===== src/rtl/seq_mult_ctrl.sv =====
// Sequencing controller for an 8x8 unsigned shift-add multiplier.
// One shared 8-bit adder is reused per iteration; operands and product use valid/ready handshakes.

module adder_8bit (
  input  logic [7:0] M_i,
  input  logic [7:0] N_i,
  output logic [8:0] result_o
);
  assign result_o = {1'b0, M_i} + {1'b0, N_i};
endmodule

module seq_mult_ctrl #(
  parameter logic ZERO_SKIP = 1'b1,
  parameter logic CLEAR_OUT = 1'b1
) (
  input  logic        clk_i,
  input  logic        rst_i,
  input  logic        in_valid_i,
  output logic        in_ready_o,
  input  logic [7:0]  multiplicand_i,
  input  logic [7:0]  multiplier_i,
  output logic        out_valid_o,
  input  logic        out_ready_i,
  output logic [15:0] product_o,
  output logic        busy_o
);

  typedef enum logic [1:0] {
    ST_IDLE = 2'd0,
    ST_CALC = 2'd1,
    ST_DONE = 2'd2
  } state_t;

  state_t      state_r;
  logic [7:0]  m_r;
  logic [7:0]  a_r;
  logic [7:0]  q_r;
  logic [3:0]  cnt_r;
  logic        in_ready_r;
  logic        out_valid_r;
  logic        busy_r;
  logic [15:0] product_r;

  logic [7:0]  addend_s;
  logic [8:0]  sum_s;
  logic [15:0] shifted_s;
  logic        zero_op_s;
  logic        last_iter_s;

  // Adder operands and the next shifted {A,Q} for the current iteration
  always_comb begin
    addend_s    = q_r[0] ? m_r : 8'h00;
    shifted_s   = {sum_s, q_r[7:1]};
    zero_op_s   = (multiplicand_i == 8'h00) || (multiplier_i == 8'h00);
    last_iter_s = (cnt_r == 4'd7);
  end

  adder_8bit u_adder (
    .M_i      (a_r),
    .N_i      (addend_s),
    .result_o (sum_s)
  );

  // Controller FSM with registered handshake, busy and product outputs
  always_ff @(posedge clk_i or posedge rst_i) begin
    if (rst_i) begin
      state_r     <= ST_IDLE;
      m_r         <= 8'h00;
      a_r         <= 8'h00;
      q_r         <= 8'h00;
      cnt_r       <= 4'd0;
      in_ready_r  <= 1'b1;
      out_valid_r <= 1'b0;
      busy_r      <= 1'b0;
      product_r   <= 16'h0000;
    end else begin
      case (state_r)
        ST_IDLE: begin
          if (in_valid_i) begin
            m_r        <= multiplicand_i;
            a_r        <= 8'h00;
            cnt_r      <= 4'd0;
            in_ready_r <= 1'b0;
            if (ZERO_SKIP && zero_op_s) begin
              q_r         <= 8'h00;
              out_valid_r <= 1'b1;
              product_r   <= 16'h0000;
              state_r     <= ST_DONE;
            end else begin
              q_r       <= multiplier_i;
              busy_r    <= 1'b1;
              product_r <= CLEAR_OUT ? 16'h0000 : {8'h00, multiplier_i};
              state_r   <= ST_CALC;
            end
          end
        end
        ST_CALC: begin
          a_r <= shifted_s[15:8];
          q_r <= shifted_s[7:0];
          // cnt stays inside 0..7: the final iteration wraps it back to zero
          if (last_iter_s) begin
            cnt_r       <= 4'd0;
            busy_r      <= 1'b0;
            out_valid_r <= 1'b1;
            product_r   <= shifted_s;
            state_r     <= ST_DONE;
          end else begin
            cnt_r     <= cnt_r + 4'd1;
            product_r <= CLEAR_OUT ? 16'h0000 : shifted_s;
          end
        end
        ST_DONE: begin
          if (out_ready_i) begin
            out_valid_r <= 1'b0;
            in_ready_r  <= 1'b1;
            product_r   <= CLEAR_OUT ? 16'h0000 : {a_r, q_r};
            state_r     <= ST_IDLE;
          end
        end
        default: begin
          state_r     <= ST_IDLE;
          in_ready_r  <= 1'b1;
          out_valid_r <= 1'b0;
          busy_r      <= 1'b0;
          product_r   <= 16'h0000;
        end
      endcase
    end
  end

  assign in_ready_o  = in_ready_r;
  assign out_valid_o = out_valid_r;
  assign busy_o      = busy_r;
  assign product_o   = product_r;

endmodule

===== config.mk =====
export PLATFORM = sky130hd
export DESIGN_NAME = seq_mult_ctrl
export DESIGN_NICKNAME = d
export VERILOG_FILES = /design/src/rtl/seq_mult_ctrl.sv
export SDC_FILE = /design/constraint.sdc
export NUM_CORES = 1
export LEC_CHECK = 0
export BUFFER_PORTS_ARGS = -buffer_cell sky130_fd_sc_hd__buf_2
export CAP_MARGIN = 10
export CORE_UTILIZATION = 60
export DETAILED_ROUTE_END_ITERATION = 12
export GPL_ROUTABILITY_DRIVEN = 0
export PLACE_DENSITY = 0.92
export SLEW_MARGIN = 40
export SYNTH_ARGS = -nofsm -noshare
export SYNTH_HDL_FRONTEND = slang
export SYNTH_SLANG_ARGS = --single-unit

===== constraint.sdc =====
create_clock -name clk_i -period 4.8 [get_ports clk_i]
set_input_delay 0.48 -clock clk_i [delete_from_list [all_inputs] [get_ports clk_i]]
set_output_delay 0.48 -clock clk_i [all_outputs]
set_load 0.02 [all_outputs]

# Yosys cells after proc, flatten, opt, wreduce, memory -nomap -nowiden
# Cells that the tools add are included.
# totals
output_inout_bits	19
regBits	49
elab_cells	63
# classes
reduce_logical	12
mux	30
bitwise	2
n_addsub	2
n_eq_ne	8
# op_table
cell	n
two-way mux 16 bit	3
one-hot mux 16 bit (3 select lines)	1
two-way mux 8 bit	4
one-hot mux 8 bit (2 select lines)	2
zero test 8 bit	2
!= test 2 bit (second input constant)	5
adder 8 x 8 -> 9 bit	1
two-way mux 1 bit	9
one-hot mux 1 bit (3 select lines)	3
two-way mux 2 bit	4
two-way mux 4 bit	2
one-hot mux 4 bit (2 select lines)	1
AND reduction 4 bit	2
one-hot mux 2 bit (3 select lines)	1
AND reduction 2 bit	3
AND reduction 3 bit	2
adder 4 x 1 -> 4 bit (second input constant)	1
equality test 4 x 3 -> 1 bit (second input constant)	1
equality test 2 x 1 -> 1 bit (second input constant)	1
equality test 2 bit (second input constant)	1
zero test 2 bit	1
NOT 1 bit	2
nonzero test 2 bit	1
logical OR 1 bit	1

# Longest topological paths before layout
# logic_depth
depth_word	5
depth_mapped	8

# By module
# From an unflattened synthesis, not the netlist that was laid out.
# hier_totals
cells_unflattened	203
area_unflattened_um2	2361.0
# modules_own_cells
mod	area_each_um2	cells_per_inst	n_inst
seq_mult_ctrl	2037.0	161	1
adder_8bit	324.1	42	1

# Worst setup path before layout
# Ideal clock, no wire load.
# synth_path
path_kind	flip-flop to flip-flop
start	register q_r[0]
end	register a_r[5]
setup_slack_ns	2.668
stages_incl_launch_ff	9
arrival_ns	2.011
setup_time_ns	0.121
cell_sequence	dfrtp_1 > and2_1 > ha_1 > fa_1 > a211oi_2 > o21bai_1 > a211oi_1 > a21oi_1 > a22o_1
# synth_via
elab_chain_cells	3
# synth_rtl
item	line	text
from (decl)	37	logic [7:0] q_r;
from (signal assigned)	90	q_r <= multiplier_i;
from (signal assigned)	99	q_r <= shifted_s[7:0];
two-way mux 8 bit	52	addend_s = q_r[0] ? m_r : 8'h00;
adder 8 x 8 -> 9 bit	9	assign result_o = {1'b0, M_i} + {1'b0, N_i};
one-hot mux 8 bit (2 select lines)	77	case (state_r)
to (signal assigned)	98	a_r <= shifted_s[15:8];
to (decl)	36	logic [7:0] a_r;
# No other way between the ends.
# A chain may end at the register's enable or synchronous reset.

# Final worst setup path
# Ends and elaborated chain as after synthesis.

==> impl_results.md <==
* Vias/cell at 5.93
* Area grow syn2layout at 12.7%
* GRT Total Usage at 0.255
* DRC at 0
* First-pass GRT wire length at 8000 um
* Vias at 1779
* Critical path's slowest cell: fa_1
* Path depth of the worst reg2reg path at 8
* Max Slew Vio Count at 0
* Post-CTS resize count at 0
* Startpoint types: register
* Sequential cell area fraction in the yosys report at 0.511
* Nets@finish at 281
* Syn. warnings at 0
* TritonCTS Buffers at 5
* Critical Path Sink Type: register
* Die area at 0.00426 mm2
* Final Hold Viols at 0
* Layout fillers at 285
* Upper clock frequency limit at 435 MHz
* Worst-path clk slew at 0.08 ns
* Rel. slew slack at 0.521
* Routed wl met2 at 2220 um
* Worst-path cell chain: and2_1, ha_1, fa_1, a211oi_2, o21bai_1, a211oi_1, a21oi_1, a22o_1
* Syn_area_per_cell at 11.2 um2
* Syn nets at 244
* Routed len/inst at 15.7 um
* Clock latency on the worst-skew pair at 0.30 ns
* Post-synthesis cell area at 0.00240 mm2
* H-tree depth at 2
* Power density over cell area at 579 mW/mm2
* Core box area at 0.00374 mm2
* Lkg Pwr at 1.36 nW
* Final min period at 2.30 ns
* Clock sink total at 49
* Drt initial violations at 126
* Final Non-Filler Cells at 300
* Worst R2R Start: q_r[0]$_DFFE_PP0P_
* Antenna cells at 0
* CTS tree: done
* CP required at 5.00 ns
* CTS Hold Bufs at 0
* Top Layer Used: met4
* TNS Setup at 0 ns
* Worst-margin pin slew at 0.716 ns
* Initial Util at 0.641
* Longest Clk Path Bufs at 2
* Terminus of the critical flop-to-flop path: a_r[5]$_DFFE_PP0P_
* Largest net degree at the start of global routing at 50
* Dpl cells at 292
* Met1 WL at 2150 um
* Horiz. Die Dim at 65.3 um
* Synth Register Bits at 49
* Global route overflow at 0
* Initial antenna violation count at 0
* Layout cells sized above 1 at 0.270
* Setup violators final at 0
* CTS root buf: clkbuf_8
* Met3 Routed Length at 256 um
* Peak VDD IR at 0.000334 V
* Buffers on Ports at 38
* Main synth FF type: dfrtp_1
* Rows at 22
* Post-detail-place hpwl at 3470 um
* Commonest non-fill, non-tap cell in the layout: dfrtp_1
* Setup ws final at 2.50 ns
* Drt first pass iters at 4
* CP max FO at 9
* Mapped Cells at 214
* Post-synth cell types at 44
* Hold Crit Class: in -> async
* # Post-CTS Setup Buffers at 0
* WP data arrival at 2.50 ns
* Detail Route Antenna Nets at 0
* Post-synth EDFFs at 0
* Async SR Flop Fraction at 1.00
* Final Cycle Share at 0.479
* Via count of the first global-routing pass at 1688
* Total wire length at 4710 um
* Unrepaired setup endpoints after global routing: no
* Kind of critical path: reg -> reg
* Leading cell types in the layout, fill and taps excluded: 48 x dfrtp_1, 38 x buf_2, 24 x nand2_1, 19 x a22o_1, 15 x o21ai_0
* Setup slack, reg-to-reg at 2.50 ns
* Slowest cell delay on critical path at 0.45 ns
* I/O pin count at 39
* Max-Cap Viols at 0
* Skew final at 0.00544 ns
* Outcome: finished, final reports clean
* Die extent in y at 65.3 um
* Pre-CTS WS at 2.53 ns
-- synth_stat cells (all sizes together), types with 3 or more instances --
library cell / n / area [um2]
and3: 5 / 31.3
a21o: 4 / 31.3
a22o: 20 / 176
xnor2: 3 / 26.3
ha: 9 / 113
dfrtp: 48 / 1200
and2: 9 / 56.3
nand2: 24 / 90.1
nor4: 4 / 25.0
nor2: 5 / 21.3
xor2: 3 / 26.3
a21oi: 13 / 65.1
nand3: 4 / 20.0
mux2: 8 / 90.1
buf: 9 / 52.6
o21ai: 16 / 80.1
a22oi: 3 / 22.5
a211oi: 4 / 52.6
nor2b: 3 / 21.3
-- layer usage --
metal / vias up / GRT usage
li1: 860 / -
met1: 859 / 0.351
met2: 50 / 0.394
met3: 10 / 0.0642
met4: 0 / 0.0897
met5: - / 0
-- stage by stage --
| stage | instance area, um2 | utilization | total power [mW] | hold slack [ns] |
|---|---|---|---|---|
| 6_report | 2710 | 0.723 | 1.57 | 0.242 |
| 5_1_grt | 2710 | 0.723 | 1.68 | 0.295 |
| 4_1_cts | 2700 | 0.721 | 1.56 | 0.263 |
| 3_5_place_dp | 2620 | 0.699 | 1.33 | 0.487 |
| 3_3_place_gp | 2610 | 0.696 | 1.30 | 0.474 |
| 2_1_floorplan | 2400 | - | 1.18 | 0.456 |
-- where the power goes --
| part | internal [mW] | switching [mW] |
|---|---|---|
| Clock | 0.101 | 0.131 |
| Sequential | 0.552 | 0.111 |
| Combinational | 0.306 | 0.364 |
| Total | 0.959 | 0.606 |
-- worst max-delay path by stage --
stage | startpoint | endpoint | slack (ns)
2_1_floorplan | q_r[0]$_DFFE_PP0P_ | a_r[5]$_DFFE_PP0P_ | 2.67
3_3_place_gp | q_r[0]$_DFFE_PP0P_ | a_r[5]$_DFFE_PP0P_ | 2.59
3_5_place_dp | q_r[0]$_DFFE_PP0P_ | a_r[5]$_DFFE_PP0P_ | 2.53
4_1_cts | q_r[0]$_DFFE_PP0P_ | a_r[5]$_DFFE_PP0P_ | 2.51
5_1_grt | q_r[0]$_DFFE_PP0P_ | a_r[5]$_DFFE_PP0P_ | 2.41
6_report | q_r[0]$_DFFE_PP0P_ | a_r[5]$_DFFE_PP0P_ | 2.50
-- worst max-delay path, delay by kind of cell, from the launching register on --
family,cells,cell delay (ns)
AND/OR/NAND/NOR,1,0.18
flip-flops,1,0.44
AO/OA/AOI/OAI,5,0.90
adder cells (fa/ha/maj),2,0.67
-- flip-flops by register name, summed over array words and instances (netlist names) --
| signal | flops |
|---|---|
| q_r | 8 |
| in_ready_o | 1 |
| busy_o | 1 |
| cnt_r | 4 |
| a_r | 8 |
| m_r | 8 |
| state_r | 2 |
| product_o | 16 |
| out_valid_o | 1 |
-- logic make-up (layout without fill, tap and decap cells) --
logic type,Yosys count,in the layout,synth area share
buffers and inverters,10,48,0.0234
and+or+nand+nor,61,61,0.133
adders and majority gates,10,10,0.0552
xor gates and xnor gates,6,6,0.0219
DFF,49,49,0.511
muxes,9,9,0.0417
AOI/OAI and AO/OA,69,69,0.213
-- layout make-up --
| cell class | instances | area (um2) | area share |
|---|---|---|---|
| Timing Repair Buffer | 39 | 198 | 0.0731 |
| Clock buffer | 6 | 72.6 | 0.0268 |
| Inverter | 1 | 6.26 | 0.00231 |
| Clock inverter | 2 | 10.0 | 0.00370 |
| Multi-Input combinational cell | 155 | 1130 | 0.418 |
| Tap cell | 48 | 60.1 | 0.0222 |
| Sequential cell | 49 | 1230 | 0.454 |
No activity file was read; power rests on OpenSTA's default activity.
